## src/rtl/alu_sched_pkg.sv

```systemverilog
// alu_sched_pkg: opcode and FSM state constants shared by alu_sched,
// its arbiter and the ALU it drives.
package alu_sched_pkg;

    typedef logic [3:0] opcode_t;
    typedef logic [0:0] state_t;

    // ALU opcodes
    localparam opcode_t OP_ADD = 4'h0;
    localparam opcode_t OP_SUB = 4'h1;
    localparam opcode_t OP_AND = 4'h2;
    localparam opcode_t OP_OR  = 4'h3;
    localparam opcode_t OP_XOR = 4'h4;

    // Scheduler states
    localparam logic [0:0] S_IDLE = 1'b0;
    localparam logic [0:0] S_EXEC = 1'b1;

endpackage

```

## src/rtl/alu_sched_rr_arbiter.sv

```systemverilog
// rr_arbiter: combinational round-robin arbiter for alu_sched.
// Searches req starting one past 'last' and wraps at n_req.
// Optional macro ALU_SCHED_PRIO_EN: requester 0 wins whenever it requests,
// and the rest are round-robin among themselves.
module rr_arbiter
    import alu_sched_pkg::*;
#(
    parameter int n_req = 4,
    localparam int iw = $clog2(n_req)
) (
    input  logic [n_req-1:0] req,
    input  logic [iw-1:0]    last,
    output logic [n_req-1:0] grant,
    output logic [iw-1:0]    grant_idx,
    output logic             any
);

    logic [n_req-1:0] cand;
    logic [iw:0]      sum;
    logic [iw-1:0]    pos;

    // Pick the first requester after 'last' in circular order
    always_comb begin
        cand      = req;
        grant     = '0;
        grant_idx = '0;
        any       = 1'b0;
        sum       = '0;
        pos       = '0;
`ifdef ALU_SCHED_PRIO_EN
        if (req[0]) begin
            grant[0] = 1'b1;
            any      = 1'b1;
        end
        // requester 0 is excluded from the circular search; 'last' never
        // points at it because its grants do not update last_grant
        cand[0] = 1'b0;
`endif
        for (int unsigned k = 1; k <= n_req; k++) begin
            sum = {1'b0, last} + (iw+1)'(k);
            if (sum >= (iw+1)'(n_req)) begin
                sum = sum - (iw+1)'(n_req);
            end
            pos = sum[iw-1:0];
            if (!any && cand[pos]) begin
                any        = 1'b1;
                grant[pos] = 1'b1;
                grant_idx  = pos;
            end
        end
    end

endmodule

```

## src/rtl/alu_sched.sv

```systemverilog
// alu_sched: shares one clocked ALU between n_req requesters.
// Accepts one operation at a time (round-robin), holds the ALU inputs for
// alu_latency clocks, then returns R/flag to the owner with a one-cycle pulse.
// Optional macro ALU_SCHED_PRIO_EN: requester 0 has absolute priority.
module alu_sched
    import alu_sched_pkg::*;
#(
    parameter int data_width  = 32,
    parameter int n_req       = 4,
    parameter int alu_latency = 1
) (
    input  logic                        clk,
    input  logic                        rst,
    input  logic [n_req-1:0]            req_valid,
    output logic [n_req-1:0]            req_ready,
    input  logic [n_req*data_width-1:0] req_A,
    input  logic [n_req*data_width-1:0] req_B,
    input  logic [n_req*4-1:0]          req_op,
    output logic [data_width-1:0]       alu_A,
    output logic [data_width-1:0]       alu_B,
    output logic [3:0]                  alu_op,
    input  logic [data_width-1:0]       alu_R,
    input  logic                        alu_flag,
    output logic [n_req-1:0]            resp_valid,
    output logic [data_width-1:0]       resp_R,
    output logic                        resp_flag,
    output logic                        busy
);

    localparam int iw = $clog2(n_req);
    localparam int cw = (alu_latency > 1) ? $clog2(alu_latency) : 1;

    state_t                  state;
    logic [iw-1:0]           last_grant;
    logic [iw-1:0]           owner;
    logic [cw-1:0]           cnt;

    logic [n_req-1:0]        grant;
    logic [iw-1:0]           grant_idx;
    logic                    any;
    logic                    accept;
    logic [data_width-1:0]   sel_A;
    logic [data_width-1:0]   sel_B;
    logic [3:0]              sel_op;
    logic [n_req-1:0]        owner_onehot;

    rr_arbiter #(
        .n_req (n_req)
    ) u_arb (
        .req       (req_valid),
        .last      (last_grant),
        .grant     (grant),
        .grant_idx (grant_idx),
        .any       (any)
    );

    // Only the granted slice is ever routed towards the ALU registers
    assign sel_A  = req_A[grant_idx*data_width +: data_width];
    assign sel_B  = req_B[grant_idx*data_width +: data_width];
    assign sel_op = req_op[grant_idx*4 +: 4];

    assign accept       = (state == S_IDLE) && any;
    assign owner_onehot = n_req'(1) << owner;

    // Ready is forced low while reset is held so every output reads 0
    assign req_ready = (rst && state == S_IDLE) ? grant : '0;
    assign busy      = (state == S_EXEC);

    // FSM, arbitration pointer and latency counter
    always_ff @(posedge clk or negedge rst) begin
        if (!rst) begin
            state      <= S_IDLE;
            last_grant <= iw'(n_req - 1);
            owner      <= '0;
            cnt        <= '0;
        end else if (state == S_IDLE) begin
            if (accept) begin
                state <= S_EXEC;
                owner <= grant_idx;
                cnt   <= cw'(alu_latency - 1);
`ifdef ALU_SCHED_PRIO_EN
                if (grant_idx != '0) begin
                    last_grant <= grant_idx;
                end
`else
                last_grant <= grant_idx;
`endif
            end
        end else begin
            if (cnt == '0) begin
                state <= S_IDLE;
            end else begin
                cnt <= cnt - cw'(1);
            end
        end
    end

    // ALU operand registers: loaded on accept, held otherwise
    always_ff @(posedge clk or negedge rst) begin
        if (!rst) begin
            alu_A  <= '0;
            alu_B  <= '0;
            alu_op <= '0;
        end else if (accept) begin
            alu_A  <= sel_A;
            alu_B  <= sel_B;
            alu_op <= sel_op;
        end
    end

    // Response capture: one-cycle valid pulse, result held until next response
    always_ff @(posedge clk or negedge rst) begin
        if (!rst) begin
            resp_valid <= '0;
            resp_R     <= '0;
            resp_flag  <= 1'b0;
        end else begin
            resp_valid <= '0;
            if (state == S_EXEC && cnt == '0) begin
                resp_valid <= owner_onehot;
                resp_R     <= alu_R;
                resp_flag  <= alu_flag;
            end
        end
    end

endmodule
```

## config.mk

```make
export PLATFORM = sky130hd
export DESIGN_NAME = alu_sched
export DESIGN_NICKNAME = d
export VERILOG_FILES = /design/src/rtl/alu_sched_pkg.sv /design/src/rtl/alu_sched_rr_arbiter.sv /design/src/rtl/alu_sched.sv
export SDC_FILE = /design/constraint.sdc
export NUM_CORES = 1
export LEC_CHECK = 0
export ABC_AREA = 0
export ABC_CLOCK_PERIOD_IN_PS = 3950
export BUFFER_PORTS_ARGS = -buffer_cell sky130_fd_sc_hd__buf_4
export CAP_MARGIN = 20
export CORE_AREA = 2 2 163 165
export DETAILED_ROUTE_END_ITERATION = 10
export DIE_AREA = 0 0 165 167
export SYNTH_ARGS = -nofsm -noshare
export SYNTH_HDL_FRONTEND = slang
export SYNTH_SLANG_ARGS = --single-unit
```

## constraint.sdc

```tcl
create_clock -name clk -period 3.95 [get_ports clk]
set_clock_uncertainty 0.15 [all_clocks]
set_input_delay 0.395 -clock clk [delete_from_list [all_inputs] [get_ports clk]]
set_output_delay 0.395 -clock clk [all_outputs]
set_load 0.02 [all_outputs]
```

=== Yosys cells after proc, flatten, opt, wreduce, memory -nomap -nowiden ===
Cells that the tools add are included.

* Flip-flop bits (word level): 111
* Input port bits: 311
* Output and inout bits: 110
* Logic and storage cells: 95

* $add $sub $neg: 9
* Order comparisons: 12
* Shifts and indexed selects: 4
* Multiplexer cells: 40
* Bitwise operators: 5
* Reduce and logical (&&, ||, !) cells: 15

{| class="wikitable"
|+ Operators with widths
! kind !! count
|-
| 128-bit by 8-bit indexed part select with 32-bit output || 2
|-
| 4-bit two-way mux || 6
|-
| 1-bit two-way mux || 18
|-
| 2-bit two-way mux || 8
|-
| 16-bit by 5-bit indexed part select with 4-bit output || 1
|-
| 3-bit >= comparator (second input constant) || 4
|-
| 2-bit by 3-bit < comparator with 1-bit output (second input constant) || 4
|-
| 4-bit OR || 3
|-
| 1-bit logical AND || 10
|-
| 1-bit binary-select mux with 2-bit select || 4
|-
| 1-bit demux with 2-bit select || 4
|-
| 2-bit by 1-bit >= comparator with 1-bit output (second input constant) || 4
|-
| 2-bit by 1-bit subtractor with 2-bit output (second input constant) || 4
|-
| 2-bit by 2-bit adder with 3-bit output (second input constant) || 2
|-
| 1-bit by 2-bit left shift with 4-bit output (first input constant) || 1
|-
| 2-bit by 1-bit adder with 3-bit output (second input constant) || 1
|-
| 2-bit by 3-bit adder with 3-bit output (second input constant) || 1
|-
| 1-bit zero test || 3
|-
| 1-bit inverter || 2
|-
| 2-bit AND reduction || 1
|-
| 2-bit nonzero test || 1
|-
| 1-bit subtractor (second input constant) || 1
|}

=== Longest topological paths before layout ===
Gate-level depths: netlist of run 1.

* Word-level depth: 18
* Depth in mapped cells: 11
* Mapped depth without buffers: 8

=== Cells and area by module ===
A second synthesis of run 1 with hierarchy kept.

* Cell total of the unflattened synthesis: 390
* Area, all modules: 6,560.0 um^2

{| class="wikitable"
|+ By module, submodules not included
! module !! instances !! cells each !! area an instance (um^2) !! sequential area each (um^2)
|-
| alu_sched || 1 || 322 || 6,034.5 || 2,755.1
|-
| rr_arbiter || 1 || 68 || 525.5 || 0.0
|}

=== Worst setup path before layout of run 1 ===
No wires, ideal clock.

* Kind: register to register
* Start point: register last_grant[0]
* End point: register alu_op[0]
* Setup time: 142 ps
* Data arrival time: 2,586 ps
* Data required time: 3,658 ps
* Setup slack: 1,072 ps
* Cell stages (with the launch flop): 11
* Buffers on the path: 3
* Clock period less this slack: 2,878 ps
* Cells stage by stage: dfstp_2 -> buf_6 -> inv_1 -> ha_1 -> mux2i_1 -> a2111oi_2 -> nor2_4 -> buf_12 -> buf_12 -> mux2i_1 -> o221ai_1

* Longest elaborated chain between the ends: 16
* Elaborated cells between the ends (all ways): 40
* Those cells by class: 8 x add/sub; 4 x order compare; 1 x shift; 20 x mux; 7 x reduce/logical

{| class="wikitable"
|+ Ends and longest elaborated chain
! element !! line !! text
|-
| from (decl) || alu_sched.sv:34 || <nowiki>logic [iw-1:0] last_grant;</nowiki>
|-
| from (signal assigned) || alu_sched.sv:73 || <nowiki>last_grant <= iw'(n_req - 1);</nowiki>
|-
| from (signal assigned) || alu_sched.sv:86 || <nowiki>last_grant <= grant_idx;</nowiki>
|-
| 2-bit by 1-bit adder with 3-bit output || alu_sched_rr_arbiter.sv:40 || <nowiki>sum = {1'b0, last} + (iw+1)'(k);</nowiki>
|-
| 3-bit >= comparator or 2-bit by 1-bit subtractor with 2-bit output (tied branches) || alu_sched_rr_arbiter.sv:41, alu_sched_rr_arbiter.sv:42 ||
|-
| 2-bit two-way mux || alu_sched_rr_arbiter.sv:41 || <nowiki>if (sum >= (iw+1)'(n_req)) begin</nowiki>
|-
| 1-bit binary-select mux with 2-bit select || alu_sched_rr_arbiter.sv:45 || <nowiki>if (!any && cand[pos]) begin</nowiki>
|-
| 1-bit two-way mux (not written as such) || alu_sched_rr_arbiter.sv:45 ||
|-
| 1-bit two-way mux || alu_sched_rr_arbiter.sv:45 ||
|-
| 1-bit zero test || alu_sched_rr_arbiter.sv:45 ||
|-
| 1-bit logical AND || alu_sched_rr_arbiter.sv:45 ||
|-
| 1-bit two-way mux || alu_sched_rr_arbiter.sv:45 ||
|-
| 1-bit zero test || alu_sched_rr_arbiter.sv:45 ||
|-
| 1-bit logical AND || alu_sched_rr_arbiter.sv:45 ||
|-
| 1-bit two-way mux || alu_sched_rr_arbiter.sv:45 ||
|-
| 1-bit zero test || alu_sched_rr_arbiter.sv:45 ||
|-
| 1-bit logical AND || alu_sched_rr_arbiter.sv:45 ||
|-
| 2-bit two-way mux or 1-bit two-way mux (tied branches) || alu_sched_rr_arbiter.sv:45 ||
|-
| 16-bit by 5-bit indexed part select with 4-bit output or 1-bit logical AND (tied branches) || alu_sched.sv:60, alu_sched.sv:62 ||
|-
| to (signal assigned) || alu_sched.sv:107 || <nowiki>alu_op <= sel_op;</nowiki>
|-
| to (decl) || alu_sched.sv:21 || <nowiki>output logic [3:0] alu_op,</nowiki>
|}

Parallel ways exist; a longest one is shown, timed or not. The select of a mux whose other input is x is not followed.
A chain may end at the register's enable or synchronous reset.

=== Worst setup path after layout of run 1 ===
* Start point: register last_grant[0]
* End point: register alu_A[19]

* Longest elaborated chain between the ends: 16
* Elaborated cells between the ends (all ways): 40
* Those cells by class: 8 x add/sub; 4 x order compare; 1 x shift; 20 x mux; 7 x reduce/logical

{| class="wikitable"
|+ Ends and longest elaborated chain
! element !! line !! text
|-
| 2-bit by 1-bit adder with 3-bit output || alu_sched_rr_arbiter.sv:40 ||
|-
| 3-bit >= comparator or 2-bit by 1-bit subtractor with 2-bit output (tied branches) || alu_sched_rr_arbiter.sv:41, alu_sched_rr_arbiter.sv:42 ||
|-
| 2-bit two-way mux || alu_sched_rr_arbiter.sv:41 ||
|-
| 1-bit binary-select mux with 2-bit select || alu_sched_rr_arbiter.sv:45 ||
|-
| 1-bit two-way mux (not written as such) || alu_sched_rr_arbiter.sv:45 ||
|-
| 1-bit two-way mux || alu_sched_rr_arbiter.sv:45 ||
|-
| 1-bit zero test || alu_sched_rr_arbiter.sv:45 ||
|-
| 1-bit logical AND || alu_sched_rr_arbiter.sv:45 ||
|-
| 1-bit two-way mux || alu_sched_rr_arbiter.sv:45 ||
|-
| 1-bit zero test || alu_sched_rr_arbiter.sv:45 ||
|-
| 1-bit logical AND || alu_sched_rr_arbiter.sv:45 ||
|-
| 1-bit two-way mux || alu_sched_rr_arbiter.sv:45 ||
|-
| 1-bit zero test || alu_sched_rr_arbiter.sv:45 ||
|-
| 1-bit logical AND || alu_sched_rr_arbiter.sv:45 ||
|-
| 2-bit two-way mux or 1-bit two-way mux (tied branches) || alu_sched_rr_arbiter.sv:45 ||
|-
| 128-bit by 8-bit indexed part select with 32-bit output or 1-bit logical AND (tied branches) || alu_sched.sv:58, alu_sched.sv:62 ||
|-
| to (signal assigned) || alu_sched.sv:105 || <nowiki>alu_A <= sel_A;</nowiki>
|-
| to (decl) || alu_sched.sv:19 || <nowiki>output logic [data_width-1:0] alu_A,</nowiki>
|}

Parallel ways exist; a longest one is shown, timed or not. The select of a mux whose other input is x is not followed.

==> results of run 1 <==
==> final timing paths <==
check	from	endpoint	slack (ns)
setup / recovery	last_grant[0]$_DFFE_PN1P_	alu_A[19]$_DFFE_PN0P_	0.52
hold / removal	alu_R[20]	resp_R[20]$_DFFE_PN0P_	0.11
setup reg to reg	last_grant[0]$_DFFE_PN1P_	alu_A[19]$_DFFE_PN0P_	0.52
hold reg to reg	owner[0]$_DFFE_PN0P_	resp_valid[0]$_DFF_PN0_	0.33
max in group asynchronous	rst	alu_A[12]$_DFFE_PN0P_	2.27
min in group asynchronous	rst	alu_B[12]$_DFFE_PN0P_	0.35
==> metal layers <==
layer | up-vias | GRT usage, %
li1 | 2791 | -
met1 | 2891 | 21.1
met2 | 250 | 28.9
met3 | 18 | 4.11
met4 | 0 | 3.59
met5 | - | 0
==> worst max-delay path, stage by stage, from the launching register on <==
cell and delay, ns:
dfstp_2 0.72, inv_1 0.19, ha_1 0.38, mux4_2 0.34, nor2b_4 0.16, o21a_1 0.20
nor2_4 0.15, buf_12 0.33, buf_4 0.30, mux2i_1 0.21, o221ai_1 0.14
==> synthesized netlist by cell type <==
library cell	count	area, um^2
a2111oi_2	1	15.0
a21o_1	2	15.0
a21oi_1	1	5.00
a221oi_1	4	35.0
a22oi_1	4	30.0
a31oi_1	1	6.26
and3_1	1	6.26
and3b_1	1	8.76
buf_1	2	7.51
buf_12	11	220
buf_6	3	33.8
buf_8	1	15.0
clkbuf_1	25	93.8
clkbuf_2	1	5.00
clkbuf_4	1	7.51
dfrtp_1	108	2700
dfstp_2	2	52.6
ha_1	8	100
inv_1	4	15.0
mux2_2	33	372
mux2i_1	140	1400
mux4_2	2	45.0
nand2_1	76	285
nand2b_1	2	12.5
nor2_1	12	45.0
nor2_4	1	11.3
nor2b_4	1	13.8
nor3_1	1	5.00
nor3b_1	1	7.51
o21a_1	1	7.51
o21ai_0	1	5.00
o21ai_1	3	15.0
o221ai_1	68	596
o22ai_1	1	6.26
o32ai_1	1	8.76
or3_1	2	12.5
==> power by group through the flow <==
stage | clock network [uW] | logic [uW] | registers [uW]
after floorplan | 0 | 3050 | 2420
after global placement | 0 | 4750 | 1920
after detailed placement | 0 | 4820 | 1920
after CTS | 984 | 4820 | 1910
after global routing | 1030 | 5110 | 1980
final | 941 | 4740 | 1910
==> area by class of cell <==
cell class,instances,area share (%)
timing repair buffer,435,33.5
multi-input combinational,369,31.2
sequential,110,27.9
tap,335,4.24
clock buffer,9,2.28
clock inverter,7,0.759
inverter,4,0.152
==> cells by family after synthesis <==
logic type	synth area share, %
flops	44.3
fa+ha+maj	1.61
simple gates	6.55
compound gates	12.0
buf+inv	6.39
mux	29.2
==> flip-flops by register name, indices dropped and copies added (netlist names) <==
name        count
alu_A          32
alu_B          32
alu_op          4
busy            1
last_grant      2
owner           2
resp_R         32
resp_flag       1
resp_valid      4
==> stage by stage <==
step                      hold slack, ns  instances  setup slack, ns
after floorplan                  -0.0506        527             1.07
after global placement             0.193       1252            0.603
after detailed placement           0.195       1252            0.506
after CTS                         0.0921       1269            0.492
after global routing              0.0902       1269            0.318
final                              0.110       1269            0.518
==> timing repair <==
action                     in CTS  in global routing
setup endpoints to repair       0                  0
resized for setup               0                  0
hold endpoints to repair       25                  0
hold buffers                    1                  0
==> results by group, run 1 <==
Setup path
  • Startpoint Class: flop
  • CP Max Fanout: 46
  • CP Data Arrival Time: between 3 and 4 ns
  • FF-to-FF path depth: 10
  • Critical path type: reg -> reg
  • Required @ worst endpoint: roughly 4 ns
  • Critical path endpoint category: flop

Pwr
  • Overall Power: 7590 uW
  • Internal power: roughly 4300 uW
  • Power density over cell area: 768 nW/um^2
  • Leak pwr: a little over 0.005 uW
  • Switching Share: between 40% and 50%
  • NetSw: 3310 uW
  • Gate power share: 62.4%
  • Clk network pwr share: about 12%
  • Reg power frac: around a quarter
  • Largest vdd supply drop: between 0.0005 and 0.0006 V

Worst hold path
  • Hold path depth: 2
  • HP Class: in -> reg

Synth
  • Post-synthesis sequential area ratio: between 40% and 50%
  • Register bit total from synthesis: 110
  • Netlist cell types: 36
  • Synth Warn #: 0
  • Post-Syn Instances: 527
  • Synthesized area per cell: 11.8 um^2
  • Post-synthesis cell area: 6220 um^2
  • Syn_nets: about 850

STA
  • RSZ-0062 raised after global routing: no
  • Final setup fails: 0
  • Fin crit share: between 80% and 90%
  • Final Hold Vio Count: 0
  • Slew @ Worst Pin: between 0.6 and 0.7 ns
  • Final min period: approximately 3.4 ns
  • Rel. slew slack: 55.1%
  • Slew Limit Fails: 0
  • Post-Route Setup TNS: 0 ns
  • Max frequency: 0.291 GHz

Drt
  • DRT met1 WL: approximately 10000 um
  • DR top layer: met4
  • ANT nets after route: 0
  • DR WL/cell: ~19 um
  • Initial DRC count: between 200 and 300
  • DRC viols: 0
  • Routed Wire Length: between 20000 and 25000 um
  • Vias: 5950
  • DRT Pass-1 Iters: 6
  • Met3 wire length: 1620 um
  • DR WL met2: 11800 um
  • Drt via density: 4.69

Final layout
  • Area grow syn2layout: 58.9%
  • Nets: 1248
  • Commonest cells after routing, fill and taps aside: 430 x buf_4, 140 x mux2i_1, 108 x dfrtp_1
  • Fin area: a little under 10000 um^2
  • Final Util: about two fifths
  • Multi-input logic area: about 3100 um^2
  • Fillers: around 2600
  • Most common cell after layout, fill and taps aside: buf_4
  • Layout cells sized above 1: about 53%
  • Antenna diodes: 0
  • Register area: roughly 2800 um^2

Die
  • Initial core utilization: about a quarter
  • Die Wd: 165 um
  • Die footprint: 27600 um^2
  • Placement row count: 59
  • Core outline area: roughly 26000 um^2
  • Die Span Y: between 150 and 200 um
  • Boundary Pins: about 420

Run
  • Max Cap Viol: 0

Outcome
  • Outcome: complete, no violations

Placed design
  • Post-DP Area: approximately 9600 um^2
  • IO buf count: 420
  • Dpl hpwl: ~18000 um
  • Gpl congestion: around 0.83

CTS
  • Longest Clk Path Bufs: 2
  • Setup bufs post-CTS: 0
  • Worst-Skew Late Latency: around 0.35 ns
  • H-Tree Level Count: 3
  • CTS tree: yes
  • Clock Pin Slew Worst Setup and Hold Paths: around 0.090 ns
  • CTS Buf Count: 9
  • CTS root buf: clkbuf_16
  • Sink Count: 110

GRT
  • Vias in the first global route: 6215
  • Largest net degree at the start of global routing: between 70 and 80
  • Total gr overflow: 0
  • Initial antenna violation count: 0
  • First-pass GRT wire length: approximately 36000 um
  • Total track usage: between 10% and 20%
(Power assumes the default switching activity.)
==> run 2, diff against run 1 <==
Settings changed: CORE_AREA 2 2 163 165 to 2 2 162 164, DIE_AREA 0 0 165 167 to 0 0 164 166, RECOVER_POWER from default to 100, SLEW_MARGIN from default to 30.
==> results by group, run 2 (synthesis gave the netlist of run 1 again) <==
STA
  • Max frequency: 0.283 GHz
  • Slew @ Worst Pin: about 2.1 ns
  • Final Hold Vio Count: 0
  • Rel. slew slack: -39.6%
  • Final setup fails: 0
  • Slew Limit Fails: 40
  • Fin crit share: just under 90%
  • Final min period: between 3 and 4 ns
  • Post-Route Setup TNS: 0 ns
  • RSZ-0062 raised after global routing: no

Setup path
  • Critical path endpoint category: flop
  • CP Max Fanout: 38
  • Setup slack, reg-to-reg: between 0.4 and 0.5 ns
  • Worst flop-to-flop path endpoint: alu_A[5]$_DFFE_PN0P_
  • Critical path type: reg -> reg
  • Required @ worst endpoint: 4.00 ns
  • Startpoint Class: flop
  • CP Data Arrival Time: 3.57 ns
  • FF-to-FF path depth: 10
  • Origin of the critical flop-to-flop path: last_grant[0]$_DFFE_PN1P_

Pwr
  • Power density over cell area: approximately 760 nW/um^2
  • Leak pwr: 0.00462 uW
  • NetSw: 3270 uW
  • Clk network pwr share: 13.2%
  • Reg power frac: about a quarter
  • Largest vdd supply drop: around 0.00053 V
  • Switching Share: between 40% and 50%
  • Gate power share: about three fifths
  • Overall Power: between 7000 and 8000 uW
  • Internal power: a little under 4000 uW

Final layout
  • Area grow syn2layout: 51.8%
  • Nets: roughly 1200
  • Largest regs: alu_A: 32 flops, alu_B: 32 flops, resp_R: 32 flops
  • Antenna diodes: 0
  • Layout cells sized above 1: 40.4%
  • Fillers: between 2000 and 3000
  • Register area: about 2800 um^2
  • Commonest cells after routing, fill and taps aside: 312 x buf_4, 140 x mux2i_1, 111 x clkbuf_1
  • Final Util: between 30% and 40%
  • Most common cell after layout, fill and taps aside: buf_4
  • Multi-input logic area: 3080 um^2
  • Fin area: around 9400 um^2

Die
  • Die Wd: between 150 and 200 um
  • Boundary Pins: roughly 420
  • Placement row count: 59
  • Die footprint: about 27000 um^2
  • Core outline area: 25600 um^2
  • Die Span Y: 166 um
  • Initial core utilization: between 20% and 30%

CTS
  • Sink Count: 110
  • Setup bufs post-CTS: 0
  • Worst-Skew Late Latency: approximately 0.35 ns
  • CTS tree: yes
  • CTS Buf Count: 9
  • Longest Clk Path Bufs: 2
  • Clock Pin Slew Worst Setup and Hold Paths: 0.09 ns
  • H-Tree Level Count: 3
  • CTS root buf: clkbuf_16

Drt
  • DR WL/cell: approximately 18 um
  • DRC viols: 0
  • Drt via density: 4.69
  • Initial DRC count: 286
  • ANT nets after route: 0
  • Routed Wire Length: between 20000 and 25000 um
  • DRT Pass-1 Iters: 6
  • Vias: between 5000 and 6000

GRT
  • Largest net degree at the start of global routing: 71
  • First-pass GRT wire length: approximately 35000 um
  • Total track usage: about 16%
  • Initial antenna violation count: 0
  • Vias in the first global route: 6090
  • Total gr overflow: 0

Placed design
  • Post-DP Area: 9580 um^2
  • Gpl congestion: about 0.82
  • Dpl hpwl: 17100 um
  • IO buf count: between 400 and 500

Outcome
  • Outcome: finished with violations
  • Failing checks: capacitance limit, slew limit

Worst hold path
  • Hold_sp: alu_R[15]
  • Hold path depth: 2
  • Hold endpoint: resp_R[15]$_DFFE_PN0P_
  • HP Class: in -> reg

Run
  • Max Cap Viol: 1
run 2: changes by cell type in the layout (fill, tap and decap cells not counted), moves of 2 or more:
cell,before,now
inv_8,1,3
inv_6,2,0
buf_4,430,312
clkbuf_1,0,111
run 2: layer usage:
| metal | GRT usage [%] | vias to the layer above | routed length (um) |
|---|---|---|---|
| li1 | - | 2774 | - |
| met1 | 20.2 | 2873 | 9380 |
| met2 | 28.8 | 261 | 11600 |
| met3 | 3.45 | 19 | 1560 |
| met4 | 4.08 | 0 | 334 |
| met5 | 0 | - | 0 |
run 2: worst max-delay path by stage:
stage,startpoint,endpoint,slack (ns)
floorplan,last_grant[0]$_DFFE_PN1P_,alu_op[0]$_DFFE_PN0P_,1.07
global route,last_grant[0]$_DFFE_PN1P_,alu_A[5]$_DFFE_PN0P_,0.23
CTS,last_grant[0]$_DFFE_PN1P_,alu_A[5]$_DFFE_PN0P_,0.50
global placement,last_grant[0]$_DFFE_PN1P_,alu_A[11]$_DFFE_PN0P_,0.66
detailed placement,last_grant[0]$_DFFE_PN1P_,alu_A[5]$_DFFE_PN0P_,0.52
finish,last_grant[0]$_DFFE_PN1P_,alu_A[5]$_DFFE_PN0P_,0.42
run 2: critical path: stages (launching register included):
cell      delay, ns
dfstp_2        0.71
inv_1          0.21
ha_1           0.38
mux4_2         0.33
nor2b_1        0.20
o21a_1         0.21
nor2_4         0.15
buf_12         0.25
buf_12         0.30
mux2i_1        0.26
o221ai_1       0.15
run 2: area by class of cell:
cell class,count,area share [%]
Multi-Input combinational cell,369,32.6
Timing Repair Buffer,431,30.5
Sequential cell,110,29.2
Tap cell,335,4.44
Clock buffer,9,2.38
Clock inverter,7,0.795
Inverter,4,0.159
run 2: what timing repair did:
action | 4_1_cts | 5_1_grt
endpoints found under the hold margin | 47 | 0
gates resized for setup | 0 | 0
hold buffers | 1 | 0
run 2: power groups by stage:
stage | logic, uW | registers, uW | clock network, uW
2_1_floorplan | 3050 | 2420 | 0
3_3_place_gp | 4680 | 1920 | 0
3_5_place_dp | 4750 | 1920 | 0
4_1_cts | 4740 | 1920 | 997
5_1_grt | 4630 | 1970 | 1030
6_report | 4300 | 1900 | 945
run 2: stage by stage:
stage	setup WS [ns]	cells	hold slack, ns
CTS	0.503	1265	0.0831
detailed placement	0.521	1248	0.324
global placement	0.665	1248	0.320
floorplan	1.07	527	-0.0506
finish	0.422	1265	0.113
global route	0.230	1265	0.0867
